## config.mk

```make
export PLATFORM = sky130hd
export DESIGN_NAME = wh_bram_writer
export DESIGN_NICKNAME = d
export VERILOG_FILES = /design/src/rtl/gat_pkg.sv /design/src/rtl/wh_elem_sat.sv /design/src/rtl/wh_bram_writer.sv
export SDC_FILE = /design/constraint.sdc
export NUM_CORES = 1
export LEC_CHECK = 0
export BUFFER_PORTS_ARGS = -buffer_cell sky130_fd_sc_hd__buf_2
export CAP_MARGIN = 25
export CORE_MARGIN = 3
export CORE_UTILIZATION = 40
export DETAILED_ROUTE_END_ITERATION = 16
export GPL_ROUTABILITY_DRIVEN = 0
export PLACE_DENSITY = 0.71
export SLEW_MARGIN = 10
export SYNTH_ARGS = -nofsm -noshare
export SYNTH_HDL_FRONTEND = slang
export SYNTH_HIERARCHICAL = 1
export SYNTH_SLANG_ARGS = --single-unit
```

## constraint.sdc

```tcl
create_clock -name clk -period 5.2 [get_ports clk]
set_input_delay 0.78 -clock clk [delete_from_list [all_inputs] [get_ports clk]]
set_output_delay 0.78 -clock clk [all_outputs]
set_load 0.01 [all_outputs]
```

## src/rtl/gat_pkg.sv

```systemverilog
// Shared definitions for the GAT WH-row datapath: default geometry of a
// packed WH row and the state encoding of the BRAM writer.
package gat_pkg;

    localparam int DATA_WIDTH     = 8;
    localparam int WH_ROW_SIZE    = 16;
    localparam int NUM_OF_NODES   = 168;
    localparam int NUM_NODE_WIDTH = $clog2(NUM_OF_NODES);
    localparam int WH_BRAM_WIDTH  = DATA_WIDTH * WH_ROW_SIZE + NUM_NODE_WIDTH + 1;

    typedef enum logic [1:0] {
        IDLE  = 2'd0,
        FILL  = 2'd1,
        WRITE = 2'd2,
        DONE  = 2'd3
    } wh_state_e;

endpackage

```

## src/rtl/wh_elem_sat.sv

```systemverilog
// Reduces a raw double-width product element to one stored element.
// Build option: define WH_SAT_EN to clamp values above the element maximum;
// without it the element is truncated to its low DATA_WIDTH bits.
module wh_elem_sat #(
    parameter int DATA_WIDTH = gat_pkg::DATA_WIDTH
) (
    input  logic [2*DATA_WIDTH-1:0] elem_i,
    output logic [DATA_WIDTH-1:0]   elem_o
);

`ifdef WH_SAT_EN
    localparam logic [2*DATA_WIDTH-1:0] MAX_VALUE = {{DATA_WIDTH{1'b0}}, {DATA_WIDTH{1'b1}}};

    // Clamp anything that does not fit in one element to all-ones.
    always_comb begin
        elem_o = (elem_i > MAX_VALUE) ? MAX_VALUE[DATA_WIDTH-1:0] : elem_i[DATA_WIDTH-1:0];
    end
`else
    logic unused_hi;
    assign unused_hi = ^elem_i[2*DATA_WIDTH-1:DATA_WIDTH];

    // Plain truncation: the upper half of the product is dropped.
    always_comb begin
        elem_o = elem_i[DATA_WIDTH-1:0];
    end
`endif

endmodule

```

## src/rtl/wh_bram_writer.sv

```systemverilog
// Packs a stream of WH elements into BRAM rows, one row per graph node.
// A sub-graph header gives the node count; each row carries WH_ROW_SIZE
// elements (element 0 in the MSBs), the node count, and a source-node flag
// in bit 0 set only on the first row of the sub-graph. The write address
// keeps running across sub-graphs and wraps at WH_BRAM_DEPTH.
// Element reduction is selected by the WH_SAT_EN macro (see wh_elem_sat).
module wh_bram_writer #(
    parameter int DATA_WIDTH      = gat_pkg::DATA_WIDTH,
    parameter int WH_ROW_SIZE     = gat_pkg::WH_ROW_SIZE,
    parameter int NUM_OF_NODES    = gat_pkg::NUM_OF_NODES,
    parameter int BRAM_ADDR_WIDTH = 32,
    parameter int WH_BRAM_DEPTH   = 256,
    localparam int NUM_NODE_WIDTH = $clog2(NUM_OF_NODES),
    localparam int WH_BRAM_WIDTH  = DATA_WIDTH * WH_ROW_SIZE + NUM_NODE_WIDTH + 1
) (
    input  logic                       clk,
    input  logic                       rst,
    input  logic                       subgraph_valid_i,
    input  logic [NUM_NODE_WIDTH-1:0]  num_of_nodes_i,
    output logic                       subgraph_ready_o,
    input  logic                       elem_valid_i,
    input  logic [2*DATA_WIDTH-1:0]    elem_i,
    output logic                       elem_ready_o,
    output logic                       WH_BRAM_ena,
    output logic                       WH_BRAM_wea,
    output logic [BRAM_ADDR_WIDTH-1:0] WH_BRAM_addra,
    output logic [WH_BRAM_WIDTH-1:0]   WH_BRAM_din,
    output logic                       wh_ready_o
);

    import gat_pkg::*;

    localparam int ELEM_CNT_W = (WH_ROW_SIZE > 1) ? $clog2(WH_ROW_SIZE) : 1;
    localparam int ROW_BITS   = DATA_WIDTH * WH_ROW_SIZE;
    localparam logic [BRAM_ADDR_WIDTH-1:0] LAST_ADDR  = BRAM_ADDR_WIDTH'(WH_BRAM_DEPTH - 1);
    localparam logic [ELEM_CNT_W-1:0]      LAST_ELEM  = ELEM_CNT_W'(WH_ROW_SIZE - 1);

    wh_state_e                  state_q, state_d;
    logic [ELEM_CNT_W-1:0]      elem_cnt_q;
    logic [NUM_NODE_WIDTH-1:0]  node_cnt_q;
    logic [NUM_NODE_WIDTH-1:0]  row_cnt_q;
    logic [ROW_BITS-1:0]        row_q;
    logic [ROW_BITS-1:0]        row_next;
    logic [BRAM_ADDR_WIDTH-1:0] addr_q;
    logic [WH_BRAM_WIDTH-1:0]   din_q;
    logic [DATA_WIDTH-1:0]      elem_st;
    logic [NUM_NODE_WIDTH:0]    rows_done;
    logic                       hdr_fire;
    logic                       elem_fire;
    logic                       last_elem;
    logic                       more_rows;

    wh_elem_sat #(
        .DATA_WIDTH(DATA_WIDTH)
    ) u_sat (
        .elem_i(elem_i),
        .elem_o(elem_st)
    );

    assign hdr_fire  = subgraph_valid_i && subgraph_ready_o && (num_of_nodes_i != '0);
    assign elem_fire = elem_valid_i && elem_ready_o;
    assign last_elem = (elem_cnt_q == LAST_ELEM);
    // Each new element shifts in at the LSB end, so element 0 ends in the MSBs.
    assign row_next  = {row_q[ROW_BITS-DATA_WIDTH-1:0], elem_st};
    assign rows_done = {1'b0, row_cnt_q} + (NUM_NODE_WIDTH+1)'(1);
    assign more_rows = rows_done < {1'b0, node_cnt_q};

    assign WH_BRAM_addra = addr_q;
    assign WH_BRAM_din   = din_q;

    // State register.
    always_ff @(posedge clk) begin
        // NOTE: clocked state uses non-blocking assignment so every register
        // samples pre-edge values regardless of block evaluation order.
        if (rst) state_q <= IDLE;
        else     state_q <= state_d;
    end

    // Next-state and handshake/BRAM strobes decoded from the current state.
    always_comb begin
        // NOTE: every output gets a default before the case so no path
        // leaves one unassigned and a latch is never inferred.
        state_d          = state_q;
        subgraph_ready_o = 1'b0;
        elem_ready_o     = 1'b0;
        WH_BRAM_ena      = 1'b0;
        WH_BRAM_wea      = 1'b0;
        wh_ready_o       = 1'b0;
        case (state_q)
            IDLE: begin
                // Held low while reset is asserted so all outputs read zero.
                subgraph_ready_o = !rst;
                if (hdr_fire) state_d = FILL;
            end
            FILL: begin
                elem_ready_o = 1'b1;
                if (elem_valid_i && last_elem) state_d = WRITE;
            end
            WRITE: begin
                WH_BRAM_ena = 1'b1;
                WH_BRAM_wea = 1'b1;
                state_d     = more_rows ? FILL : DONE;
            end
            DONE: begin
                wh_ready_o = 1'b1;
                state_d    = IDLE;
            end
            default: state_d = IDLE;
        endcase
    end

    // Counters, packing shift register, output row and running address.
    always_ff @(posedge clk) begin
        // NOTE: the packing register is an ordinary flop vector, not a RAM,
        // so clearing it in reset costs nothing and removes stale partials.
        if (rst) begin
            elem_cnt_q <= '0;
            node_cnt_q <= '0;
            row_cnt_q  <= '0;
            row_q      <= '0;
            addr_q     <= '0;
            din_q      <= '0;
        end else begin
            if (hdr_fire) begin
                node_cnt_q <= num_of_nodes_i;
                row_cnt_q  <= '0;
                elem_cnt_q <= '0;
            end
            if (elem_fire) begin
                row_q <= row_next;
                if (last_elem) begin
                    elem_cnt_q <= '0;
                    din_q      <= {row_next, node_cnt_q, (row_cnt_q == '0)};
                end else begin
                    elem_cnt_q <= elem_cnt_q + ELEM_CNT_W'(1);
                end
            end
            if (state_q == WRITE) begin
                row_cnt_q <= row_cnt_q + NUM_NODE_WIDTH'(1);
                addr_q    <= (addr_q == LAST_ADDR) ? '0 : addr_q + BRAM_ADDR_WIDTH'(1);
            end
        end
    end

endmodule

```

======== Yosys cells after proc, flatten, opt, wreduce, memory -nomap -nowiden ========
Cells that the tools add are included.
storage, ports and cells
  register bits after elaboration ......... 311
  bits of input ports ..................... 28
operators by class
  reduce and logical (&&, ||, !) cells .... 12
  $add $sub $neg .......................... 4
  equality and inequality tests ........... 7
  muxes and demuxes ....................... 14
  $lt $le $gt $ge ......................... 1
operators by type and width
  cell                                            number
  adder 32 x 1 -> 32 bit, second input constant   1
  == test 32 x 8 -> 1 bit, second input constant  1
  2-to-1 mux 32 bit                               1
  2-to-1 mux 8 bit                                2
  2-to-1 mux 4 bit                                3
  adder 8 x 1 -> 9 bit, second input constant     1
  < comparator 9 x 8 -> 1 bit                     1
  adder 8 x 1 -> 8 bit, second input constant     1
  zero test 8 bit                                 1
  one-hot mux 2 bit (4 select lines)              1
  nonzero test 8 bit                              1
  2-to-1 mux 2 bit                                3
  adder 4 x 1 -> 4 bit, second input constant     1
  == test 2 bit, second input constant            2
  == test 4 bit, second input constant            1
  logical AND 1 bit                               4
  2-to-1 mux 1 bit                                4
  inequality test 2 bit, second input constant    2
  AND reduction 2 bit                             2
  nonzero test 2 bit                              2
  == test 2 x 1 -> 1 bit, second input constant   1
  zero test 2 bit                                 1
  zero test 1 bit                                 1

======== Depth between registers and ports, before layout ========
Gate-level depths: netlist of the first run.
  depth after elaboration ................. 6
  mapped depth ............................ 9
  gate-level depth less buffers ........... 8

======== Hierarchy ========
Netlist of the first run, hierarchy kept.
by module, submodules not included
  module          area an instance (µm²)  cells each  times used
  wh_bram_writer  11552.3                 1462        1
  wh_elem_sat     60.1                    8           1

======== Worst setup path after synthesis of the first run ========
OpenSTA, ideal clock, no wires.
  kind .................................... input-to-reg
  start point ............................. input num_of_nodes_i[3]
  end point ............................... register node_cnt_q[7]
  setup slack ............................. 3085 ps
  stages .................................. 6
  data arrival time ....................... 1987 ps
  required time ........................... 5072 ps
  library setup time ...................... 128 ps
  cells stage by stage .................... or4_1 o211a_1 buf_6 buf_2 a21oi_1 nor2_1
between the ends
  word-level cells in the longest chain between the ends .. 2
ends and longest elaborated chain
  element               line                   RTL
  from (decl)           wh_bram_writer.sv:19   input logic [NUM_NODE_WIDTH-1:0] num_of_nodes_i,
  nonzero test 8 bit    wh_bram_writer.sv:60   assign hdr_fire = subgraph_valid_i && subgraph_ready_o && (num_of_nodes_i != '0);
  logical AND 1 bit     wh_bram_writer.sv:60
  to (signal assigned)  wh_bram_writer.sv:125  node_cnt_q <= num_of_nodes_i;
  to (decl)             wh_bram_writer.sv:40   logic [NUM_NODE_WIDTH-1:0] node_cnt_q;
Every way passes these cells.
A chain may end at the register's enable or synchronous reset.

======== Final worst setup path of the first run ========
  start point ............................. register state_q[0]
  end point ............................... register din_q[42] (netlist: WH_BRAM_din[42])
between the ends
  word-level cells in the longest chain between the ends .. 4
ends and longest elaborated chain
  element                        line                   RTL
  from (decl)                    wh_bram_writer.sv:38   wh_state_e state_q, state_d;
  from (signal assigned)         wh_bram_writer.sv:76   else state_q <= state_d;
  == test 2 x 1 -> 1 bit         wh_bram_writer.sv:89   case (state_q)
  2-to-1 mux 1 bit               wh_bram_writer.sv:89
  logical AND 1 bit              wh_bram_writer.sv:61   assign elem_fire = elem_valid_i && elem_ready_o;
  AND reduction 2 bit (no line)  n/a
  to (signal assigned)           wh_bram_writer.sv:133  din_q <= {row_next, node_cnt_q, (row_cnt_q == '0)};
  to (decl)                      wh_bram_writer.sv:45   logic [WH_BRAM_WIDTH-1:0] din_q;
Every way passes these cells.

==> impl_summary.log, run 1 <==
[metrics] endpoints failing setup: 0
[metrics] via count: 9908
[metrics] Die Outline Area: 31100 µm²
[metrics] Routed wire per std cell: 13.9 µm
[metrics] count of antenna-violating nets left after detailed routing: 0
[metrics] post-synthesis share of cell area spent on xor and xnor gates: 2.56%
[metrics] Seq pwr share: 49.4%
[metrics] leading area contributor after synthesis: sky130_fd_sc_hd__dfxtp_1
[metrics] final wirelength: 27700 µm
[metrics] count of cell types in the netlist: 45
[metrics] path class of the lowest-slack min-delay path: reg2reg
[metrics] run status: finished clean
[metrics] clock sink count: 311
[metrics] number of antenna repair diodes: 0
[metrics] syn_nets: 1509
[metrics] crit path time final: 3.39 ns
[metrics] switching power share of the total: 21.1%
[metrics] clock power share: 48.3%
[metrics] proportion of power drawn by combinational gates: 2.3%
[metrics] Power per Cell Area: 353 nW/µm²
[metrics] sequential-to-total area share from yosys stat: 53.6%
[metrics] critical setup path kind: reg2reg
[metrics] GRT met2 Usage: 28.8%
[metrics] DIE HEIGHT: 176 µm
[metrics] post-route total power: 0.00485 W
[metrics] mux cell area share after synthesis: 0.377%
[metrics] Final Hold Violating Endpoints: 0
[metrics] Synth Warn #: 6
[metrics] Residual DRC: 0
[metrics] final sum of negative setup slack: 0 ns
[metrics] total of buffers placed on input and output ports: 193
[metrics] transition at the pin with the smallest max-transition slack: 0.981 ns
[metrics] cell area after technology mapping: 11600 µm²
[metrics] M3 GR Usage: 3.98%
[metrics] CTS resizes: 0
[metrics] RSZ-0062 raised after global routing: false
[metrics] die outline width: 176 µm
[metrics] clock tree from TritonCTS: yes
[metrics] final critical-path share of the clock period: 65.3%
[metrics] fmax: 295 MHz
[metrics] count of nets after finishing: 1630
[metrics] number of H-tree levels: 2
[metrics] required time of the critical path: 5.53 ns
[metrics] Core Region: 28200 µm²
[metrics] pin count of the biggest net entering global routing: 104
[metrics] net switching power: 0.00102 W
[metrics] Fin Clk Skew: 0.0122 ns
[metrics] number of buffers added by the clock tree synthesis step: 34
[metrics] deepest clock path buffer count: 3
[metrics] endpoint arrival time on the critical path: 3.73 ns
[metrics] detailed-placement wirelength estimate: 17200 µm
[metrics] gate count of the mapped netlist: 1470
[metrics] vias in the first global route: 9165
[metrics] placement row count: 61
[metrics] max-cap violation count: 0
[metrics] drt pass-1 iters: 5
[metrics] CP endpoint kind: flop
[metrics] compound-gate portion of the synthesized area: 13.6%
[metrics] global-route wire length before repair: 45200 µm
[metrics] peak supply drop: 0.000257 V
[metrics] Placed Area: 12600 µm²
[metrics] Total GRT Usage: 17.2%
[metrics] number of synthesized register bits: 311
[metrics] maximum fanout along the worst path: 73
[metrics] top cell type's share of synthesized area: 53.6%
[metrics] asr flop ratio synth: 0%
[metrics] EDFF count, synth: 0
[metrics] arithmetic-cell share of the synthesized area counting full adders, half adders and majority gates: 1.19%
[metrics] Synth area leaders: sky130_fd_sc_hd__dfxtp_1 (54%), sky130_fd_sc_hd__nand2_1 (17%), sky130_fd_sc_hd__a21oi_1 (12%)
[metrics] initial detailed-routing violation count: 707
[metrics] clk_lat worst skew: 0.50 ns
[metrics] Leakage: 5.18 nW
[metrics] Synth Area in Simple Gates: 23.6%
[metrics] antenna violations before repair: 0
[metrics] commonest cells in the netlist: sky130_fd_sc_hd__nand2_1 (540), sky130_fd_sc_hd__dfxtp_1 (311), sky130_fd_sc_hd__a21oi_1 (275), sky130_fd_sc_hd__clkbuf_1 (66), sky130_fd_sc_hd__nor2_1 (61)
[metrics] global route overflow: 0
[metrics] most used standard cell by instance count after synthesis: sky130_fd_sc_hd__nand2_1
[metrics] Post-synth top flop: sky130_fd_sc_hd__dfxtp_1
[metrics] via-per-instance ratio: 4.97
[metrics] nature of the critical path startpoint: flop
[metrics] summed area of non-filler cells in the final layout: 13700 µm²
[metrics] effective utilization at floorplan: 41.2%
[metrics] fraction of final layout cells with drive strength greater than 1: 16.3%
[metrics] clock-pin slew reported for the worst setup and hold paths after clock tree synthesis: 0.06 ns
[metrics] design internal power: 0.00382 W
[metrics] ports placed on the boundary: 202
[metrics] Syn Area/Cell: 7.90 µm²
[metrics] area added between synthesis and finish: 18.2%
[metrics] number of hold buffers added after CTS: 0
[metrics] master cell of the clock root buffer: sky130_fd_sc_hd__clkbuf_16
[metrics] Pins Over Slew Limit: 0
[metrics] combinational family with the most area after synthesis: simple AND/OR/NAND/NOR gates
[metrics] grt peak-use layer: met2
[metrics] buffer count from post-CTS setup fixing: 0
[metrics] met1 usage in global routing: 22.6%
[metrics] Slew HR: 34.6%
-- layer usage --
metal	up-vias	wire, µm
li1	5025	-
met1	4597	12300
met2	249	13300
met3	37	1730
met4	0	408
met5	-	0
-- critical path, cell delays in order (launching register included) --
cell                      delay [ns]
sky130_fd_sc_hd__dfxtp_1        0.55
sky130_fd_sc_hd__nor2b_1        0.52
sky130_fd_sc_hd__and2_4         0.68
sky130_fd_sc_hd__nand2_4        0.59
sky130_fd_sc_hd__buf_4          0.57
sky130_fd_sc_hd__nand2_1        0.19
sky130_fd_sc_hd__a21oi_1        0.09
-- state kept, by name, indices dropped and copies added, names as in the netlist --
| register | count |
|---|---|
| WH_BRAM_addra | 32 |
| WH_BRAM_din | 137 |
| node_cnt_q | 8 |
| row_cnt_q | 8 |
| elem_cnt_q | 4 |
| state_q | 2 |
| row_q | 120 |
-- layout by cell type, fill, tap and decap left out, drive strengths merged, types with 6 or more instances in the layout --
cell type,count
dfxtp,311
inv,19
xnor2,21
nor2,61
buf,199
and4,6
ha,11
nor4,11
a21oi,275
nand4,7
clkbuf,50
and3,6
nand2,540
nand3,19
xor2,13
nor3,14
o21ai,9
-- through the flow --
step	utilization (%)	hold WS, ns	std cells	worst slack [ns]
floorplan	-	0.432	1470	3.09
global placement	44.8	0.440	1932	1.82
detailed placement	44.8	0.443	1932	1.77
CTS	48.7	0.451	1992	1.72
global route	48.7	0.468	1993	1.48
finish	48.7	0.449	1993	1.81
-- path summary, 6_finish.rpt --
| kind | from | end | slack [ns] | cells past startpoint |
|---|---|---|---|---|
| worst max-delay path | state_q[0] | WH_BRAM_din[42] | 1.81 | 6 |
| worst min-delay path | row_q[114] | WH_BRAM_din[131] | 0.45 | 2 |
| worst max register to register | state_q[0] | WH_BRAM_din[42] | 1.81 | 6 |
| worst min register to register | row_q[114] | WH_BRAM_din[131] | 0.45 | 2 |
-- cells by family (layout without fill, tap and decap cells) --
logic type | after synthesis | count (layout)
AO/OA/AOI/OAI | 300 | 300
XOR/XNOR | 34 | 34
adder cells (fa/ha/maj) | 11 | 11
buffers and inverters | 132 | 277
flip-flops | 311 | 311
multiplexers | 4 | 4
AND/OR/NAND/NOR | 678 | 678
-- power by group through the flow --
stage | logic, W | clock network, W | registers [W]
final | 0.000111 | 0.00234 | 0.00240
after global routing | 0.000124 | 0.00250 | 0.00239
after CTS | 0.000111 | 0.00240 | 0.00239
after detailed placement | 0.000110 | 0 | 0.00245
after global placement | 0.000110 | 0 | 0.00245
after floorplan | 0.0000892 | 0 | 0.00244
-- cell type report --
class,count,area (µm²)
clock buffer,49,978
multi-input combinational,1027,4820
tap,378,473
fill,2751,14400
inverter,17,63.8
clock inverter,11,118
timing repair buffer,200,1050
sequential,311,6230
Note: power is estimated with default switching activity, not from simulation.
==> run 2, diff against run 1 <==
ABC_AREA = 1   (was unset)
clock period = 3.4 ns   (was 5.2 ns; I/O delays follow)
==> run 2 against run 1 <==
  * Flip-flop and latch count stayed put
  * Count of clock-buffer cells in the layout up 3
  * First-iteration DRC count is 11% higher
  * Clock skew grew 0.0012 ns
  * Wire length rose by 6.3%
  * Critical path type is now reg2out
  * Largest cell class unchanged
  * Largest power group unchanged
==> impl_summary.log, run 2 <==
[metrics] pin count of the biggest net entering global routing: 203
[metrics] post-route total power: 0.00758 W
[metrics] global route overflow: 0
[metrics] Final Instance Count excl. Fillers: 2105
[metrics] gate count of the mapped netlist: 1561
[metrics] via-per-instance ratio: 4.98
[metrics] most used standard cell by instance count after synthesis: sky130_fd_sc_hd__dfxtp_1
[metrics] cell area after technology mapping: 11900 µm²
[metrics] Fin Clk Skew: 0.0134 ns
[metrics] Routed wire per std cell: 14.0 µm
[metrics] placement row count: 62
[metrics] maximum fanout along the worst path: 21
[metrics] required time of the critical path: 2.89 ns
[metrics] clock tree from TritonCTS: yes
[metrics] most frequent cells in the layout: sky130_fd_sc_hd__dfxtp_1 (311), sky130_fd_sc_hd__nand2_1 (255), sky130_fd_sc_hd__nor2_1 (254)
[metrics] worst hold-check slack: 0.258 ns
[metrics] endpoint of the lowest-slack register-to-register path: state_q[1]
[metrics] clk_lat worst skew: 0.51 ns
[metrics] buffer count from post-CTS setup fixing: 0
[metrics] master cell of the clock root buffer: sky130_fd_sc_hd__clkbuf_16
[metrics] max reg flops: 137
[metrics] clock power share: 47.1%
[metrics] fraction of final layout cells with drive strength greater than 1: 16.0%
[metrics] commonest cells in the netlist: sky130_fd_sc_hd__dfxtp_1 (311), sky130_fd_sc_hd__nand2_1 (255), sky130_fd_sc_hd__nor2_1 (254), sky130_fd_sc_hd__a21oi_1 (208), sky130_fd_sc_hd__o21ai_0 (208)
[metrics] Power per Cell Area: 539 nW/µm²
[metrics] Slew HR: 38.0%
[metrics] run status: finished clean
[metrics] initial detailed-routing violation count: 784
[metrics] count of nets after finishing: 1736
[metrics] Leakage: 5.83 nW
[metrics] final critical-path share of the clock period: 74.2%
[metrics] final sum of negative setup slack: 0 ns
[metrics] sequential-to-total area share from yosys stat: 52.3%
[metrics] CP endpoint kind: output pin
[metrics] syn_nets: 1600
[metrics] asr flop ratio synth: 0%
[metrics] Syn Area/Cell: 7.62 µm²
[metrics] crit path time final: 2.52 ns
[metrics] Residual DRC: 0
[metrics] Pins Over Slew Limit: 0
[metrics] critical setup path kind: reg2out
[metrics] number of cells traversed by the worst register-to-register path: 14
[metrics] number of hold buffers added after CTS: 0
[metrics] RSZ-0062 raised after global routing: false
[metrics] deepest clock path buffer count: 3
[metrics] Synth area leaders: sky130_fd_sc_hd__dfxtp_1 (52%), sky130_fd_sc_hd__a21oi_1 (8.8%), sky130_fd_sc_hd__o21ai_0 (8.8%)
[metrics] sink of the worst hold path: row_q[5]
[metrics] DIE HEIGHT: 178 µm
[metrics] number of H-tree levels: 2
[metrics] cell depth of the worst min-delay path: 3
[metrics] die outline width: 178 µm
[metrics] net switching power: 0.00168 W
[metrics] Core Region: 29000 µm²
[metrics] transition at the pin with the smallest max-transition slack: 0.930 ns
[metrics] total of buffers placed on input and output ports: 193
[metrics] peak supply drop: 0.000355 V
[metrics] Final Hold Violating Endpoints: 0
[metrics] fmax: 397 MHz
[metrics] ports placed on the boundary: 202
[metrics] number of antenna repair diodes: 0
[metrics] global-route wire length before repair: 47300 µm
[metrics] Total GRT Usage: 17.9%
[metrics] count of antenna-violating nets left after detailed routing: 0
[metrics] clock-pin slew reported for the worst setup and hold paths after clock tree synthesis: 0.06 ns
[metrics] number of filler instances in the final layout: 2882
[metrics] number of buffers added by the clock tree synthesis step: 35
[metrics] vias in the first global route: 9534
[metrics] max-cap violation count: 0
[metrics] endpoint arrival time on the critical path: 2.01 ns
[metrics] design internal power: 0.00590 W
[metrics] antenna violations before repair: 1
[metrics] clock sink count: 311
[metrics] top cell type's share of synthesized area: 52.3%
[metrics] r2r setup slk: 1.11 ns
[metrics] Die Outline Area: 31800 µm²
[metrics] via count: 10.5k
[metrics] detailed-placement wirelength estimate: 19100 µm
[metrics] leading area contributor after synthesis: sky130_fd_sc_hd__dfxtp_1
[metrics] effective utilization at floorplan: 41.0%
[metrics] CTS resizes: 0
[metrics] Cell Count Post-Placement: 2044
[metrics] proportion of power drawn by combinational gates: 3.8%
[metrics] Worst R2R Start: row_cnt_q[0]
[metrics] path class of the lowest-slack min-delay path: in2reg
[metrics] beginning of the worst hold path: elem_i[5]
[metrics] EDFF count, synth: 0
[metrics] Seq pwr share: 49.1%
[metrics] final wirelength: 29400 µm
[metrics] switching power share of the total: 22.2%
[metrics] area added between synthesis and finish: 18.3%
[metrics] Post-synth top flop: sky130_fd_sc_hd__dfxtp_1
[metrics] drt pass-1 iters: 5
[metrics] number of synthesized register bits: 311
[metrics] Synth Warn #: 6
[metrics] count of cell types in the netlist: 32
[metrics] nature of the critical path startpoint: flop
[metrics] endpoints failing setup: 0
[metrics] most frequent standard cell in the layout excluding fill and tap cells: sky130_fd_sc_hd__dfxtp_1
-- run 2: per-layer routing --
metal | up-vias | track usage [%] | part of all wire (%)
li1 | 5323 | - | -
met1 | 4825 | 23.3 | 45
met2 | 290 | 29.9 | 46
met3 | 44 | 3.94 | 6.6
met4 | 2 | 5.16 | 2.1
met5 | - | 0 | 0.044
-- run 2: kinds of logic after synthesis --
group / count (synthesis) / synth area share (%)
adder cells (fa/ha/maj): 11 / 1.16
AO/OA/AOI/OAI: 424 / 17.9
AND/OR/NAND/NOR: 589 / 20.3
XOR/XNOR: 9 / 0.663
buffers and inverters: 217 / 7.65
flip-flops: 311 / 52.3
-- run 2: per-stage QoR --
step / worst slack (ns) / util [%] / cell area, µm²
finish: 0.878 / 48.5 / 14100
CTS: 0.845 / 48.5 / 14100
floorplan: 1.40 / - / 11900
global route: 0.769 / 48.5 / 14100
detailed placement: 1.10 / 44.7 / 13000
global placement: 1.11 / 44.7 / 13000
-- run 2: worst max-delay path, cell delays in order (launching register included) --
cell,delay (ns)
sky130_fd_sc_hd__dfxtp_1,0.48
sky130_fd_sc_hd__nand2_4,0.21
sky130_fd_sc_hd__inv_1,0.56
sky130_fd_sc_hd__buf_2,0.25
-- run 2: power by group through the flow --
| stage | clock network [W] | logic, W | registers (W) |
|---|---|---|---|
| finish | 0.00358 | 0.000284 | 0.00372 |
| global route | 0.00381 | 0.000325 | 0.00373 |
| CTS | 0.00367 | 0.000287 | 0.00372 |
| detailed placement | 0 | 0.000286 | 0.00380 |
| global placement | 0 | 0.000281 | 0.00380 |
| floorplan | 0 | 0.000221 | 0.00380 |
-- run 2: area by class of cell --
| class | instances | area, µm² | area share, % |
|---|---|---|---|
| clock buffer | 52 | 1000 | 7.10 |
| clock inverter | 9 | 104 | 0.738 |
| inverter | 113 | 432 | 3.07 |
| multi-input combinational | 1033 | 4760 | 33.8 |
| sequential | 311 | 6230 | 44.2 |
| tap | 384 | 480 | 3.41 |
| timing repair buffer | 203 | 1070 | 7.59 |
-- run 2: worst max path at each step --
stage / startpoint / end / slack (ns) / cells past startpoint
CTS: state_q[1] / WH_BRAM_wea / 0.85 / 3
finish: state_q[1] / WH_BRAM_wea / 0.88 / 3
global route: state_q[1] / WH_BRAM_ena / 0.77 / 3
floorplan: row_cnt_q[0] / state_q[1] / 1.40 / 14
global placement: rst / state_q[0] / 1.11 / 7
detailed placement: rst / state_q[0] / 1.10 / 7
==> run 3, diff against run 2 <==
clock period = 2.6 ns   (was 3.4 ns; I/O delays follow)
==> run 3 against run 2 <==
  * First-iteration DRC count shrank 4.2%
  * Critical path depth increased by 11
  * Final area increased by 1.5%
  * Clock skew up 0.011 ns
  * Register-to-register slack got worse by 0.75 ns
  * Wire length rose by 1.8%
  * Critical endpoint is now state_q[1]
  * Combinational power grew 33%
  * Die area stayed put
  * Flip-flop and latch count is the same
  * Count of clock-buffer cells in the layout rose by 1
  * Sequential power rose by 31%
==> impl_summary.log, run 3 (synthesis gave the netlist of run 2 again) <==
[metrics] vias in the first global route: 9588
[metrics] clock-pin slew reported for the worst setup and hold paths after clock tree synthesis: 0.06 ns
[metrics] number of buffers added by the clock tree synthesis step: 35
[metrics] maximum fanout along the worst path: 6
[metrics] max reg flops: 137
[metrics] initial detailed-routing violation count: 751
[metrics] peak supply drop: 0.000353 V
[metrics] count of nets after finishing: 1739
[metrics] proportion of power drawn by combinational gates: 3.6%
[metrics] total of buffers placed on input and output ports: 193
[metrics] via-per-instance ratio: 4.99
[metrics] Total GRT Usage: 18.2%
[metrics] CP endpoint kind: flop
[metrics] global route overflow: 0
[metrics] endpoint arrival time on the critical path: 2.63 ns
[metrics] Seq pwr share: 46.4%
[metrics] Routed wire per std cell: 14.2 µm
[metrics] run status: finished clean
[metrics] critical setup path kind: reg2reg
[metrics] Die Outline Area: 31800 µm²
[metrics] Power per Cell Area: 735 nW/µm²
[metrics] switching power share of the total: 21.2%
[metrics] placement row count: 62
[metrics] DIE HEIGHT: 178 µm
[metrics] die outline width: 178 µm
[metrics] final sum of negative setup slack: 0 ns
[metrics] pin count of the biggest net entering global routing: 203
[metrics] crit path time final: 2.24 ns
[metrics] ports placed on the boundary: 202
[metrics] endpoints failing setup: 0
[metrics] Slew HR: 37.6%
[metrics] nature of the critical path startpoint: flop
[metrics] transition at the pin with the smallest max-transition slack: 0.936 ns
[metrics] RSZ-0062 raised after global routing: false
[metrics] number of filler instances in the final layout: 2878
[metrics] area added between synthesis and finish: 20.0%
[metrics] clock tree from TritonCTS: yes
[metrics] most frequent standard cell in the layout excluding fill and tap cells: sky130_fd_sc_hd__dfxtp_1
[metrics] via count: 10.5k
[metrics] clock sink count: 311
[metrics] Final Hold Violating Endpoints: 0
[metrics] drt pass-1 iters: 5
[metrics] deepest clock path buffer count: 3
[metrics] number of antenna repair diodes: 0
[metrics] Core Region: 29000 µm²
[metrics] met1 usage in global routing: 24.8%
[metrics] detailed-placement wirelength estimate: 19100 µm
[metrics] number of H-tree levels: 2
[metrics] final critical-path share of the clock period: 86.2%
[metrics] required time of the critical path: 2.99 ns
[metrics] count of antenna-violating nets left after detailed routing: 0
[metrics] grt peak-use layer: met2
[metrics] CTS resizes: 0
[metrics] effective utilization at floorplan: 41.0%
[metrics] M3 GR Usage: 4.09%
[metrics] Pins Over Slew Limit: 0
[metrics] max-cap violation count: 0
[metrics] number of hold buffers added after CTS: 0
[metrics] clock power share: 50.0%
[metrics] buffer count from post-CTS setup fixing: 0
[metrics] master cell of the clock root buffer: sky130_fd_sc_hd__clkbuf_16
[metrics] most frequent cells in the layout: sky130_fd_sc_hd__dfxtp_1 (311), sky130_fd_sc_hd__nand2_1 (255), sky130_fd_sc_hd__nor2_1 (254)
[metrics] path class of the lowest-slack min-delay path: in2reg
[metrics] post-route total power: 0.0105 W
[metrics] Residual DRC: 0
[metrics] antenna violations before repair: 2
[metrics] design internal power: 0.00827 W
[metrics] fmax: 446 MHz
[metrics] global-route wire length before repair: 48200 µm
[metrics] GRT met2 Usage: 28.9%
[metrics] clk_lat worst skew: 0.51 ns
[metrics] Leakage: 5.93 nW
[metrics] fraction of final layout cells with drive strength greater than 1: 16.4%
[metrics] Fin Clk Skew: 0.0246 ns
[metrics] net switching power: 0.00223 W
[metrics] final wirelength: 30000 µm
## run 3: cell types whose count changed in the layout (fill, tap and decap cells not counted)
cell / before / now
sky130_fd_sc_hd__bufinv_16: 1 / 5
sky130_fd_sc_hd__clkbuf_1: 11 / 7
sky130_fd_sc_hd__clkbuf_8: 6 / 10
sky130_fd_sc_hd__buf_12: 2 / 5
sky130_fd_sc_hd__clkinvlp_4: 2 / 0
sky130_fd_sc_hd__clkbuf_16: 35 / 36
sky130_fd_sc_hd__clkinv_2: 3 / 2
sky130_fd_sc_hd__clkinv_8: 2 / 1
sky130_fd_sc_hd__inv_6: 0 / 1
sky130_fd_sc_hd__inv_8: 1 / 0
## run 3: worst max-delay path: stages, from the launching register on
cell and delay, ns:
sky130_fd_sc_hd__dfxtp_1 0.41, sky130_fd_sc_hd__ha_1 0.22, sky130_fd_sc_hd__nand2_1 0.08, sky130_fd_sc_hd__nor2_1 0.18, sky130_fd_sc_hd__nand2_1 0.10, sky130_fd_sc_hd__nor2_1 0.12
sky130_fd_sc_hd__xor2_1 0.20, sky130_fd_sc_hd__ha_1 0.27, sky130_fd_sc_hd__a21o_1 0.16, sky130_fd_sc_hd__nand3_1 0.07, sky130_fd_sc_hd__nand2_1 0.05, sky130_fd_sc_hd__nor2_1 0.10
sky130_fd_sc_hd__nand2_1 0.07, sky130_fd_sc_hd__nand2_1 0.06, sky130_fd_sc_hd__a21oi_1 0.05
## run 3: power by group through the flow
stage	Sequential [W]	Clock, W	Combinational [W]
6_report	0.00487	0.00525	0.000378
5_1_grt	0.00487	0.00557	0.000433
4_1_cts	0.00487	0.00537	0.000382
3_5_place_dp	0.00497	0	0.000380
3_3_place_gp	0.00497	0	0.000375
2_1_floorplan	0.00496	0	0.000289
## run 3: final timing paths
check	slack, ns	endpoint	start	depth (start not counted)
worst max-delay path	0.36	state_q[1]	row_cnt_q[0]	14
worst min-delay path	0.14	row_q[5]	elem_i[5]	3
worst max register to register	0.36	state_q[1]	row_cnt_q[0]	14
worst min register to register	0.45	WH_BRAM_din[101]	row_q[84]	2
## run 3: final cells by class
cell class	count	area (µm²)	share of cell area, %
clock buffers	53	1060	7.46
multi-input cells	1033	4760	33.3
inverters	113	432	3.02
flip-flops and latches	311	6230	43.6
well taps	384	480	3.37
clock inverters	9	185	1.30
repair buffers	206	1130	7.90
## run 3: layer usage
layer	share of wire [%]	wire (µm)
met5	0.023	7
met3	7.0	2100
met1	45	13600
met2	45	13600
met4	2.3	694
## run 3: per-stage QoR
stage | utilization [%] | area [µm²] | std cells | hold WS, ns | setup slack [ns]
after floorplan | - | 11900 | 1561 | 0.441 | 0.601
after global placement | 44.9 | 13000 | 2047 | 0.452 | 0.417
after detailed placement | 44.9 | 13000 | 2047 | 0.459 | 0.387
after CTS | 49.2 | 14300 | 2109 | 0.113 | 0.369
after global routing | 49.2 | 14300 | 2109 | 0.136 | 0.163
final | 49.2 | 14300 | 2109 | 0.136 | 0.359
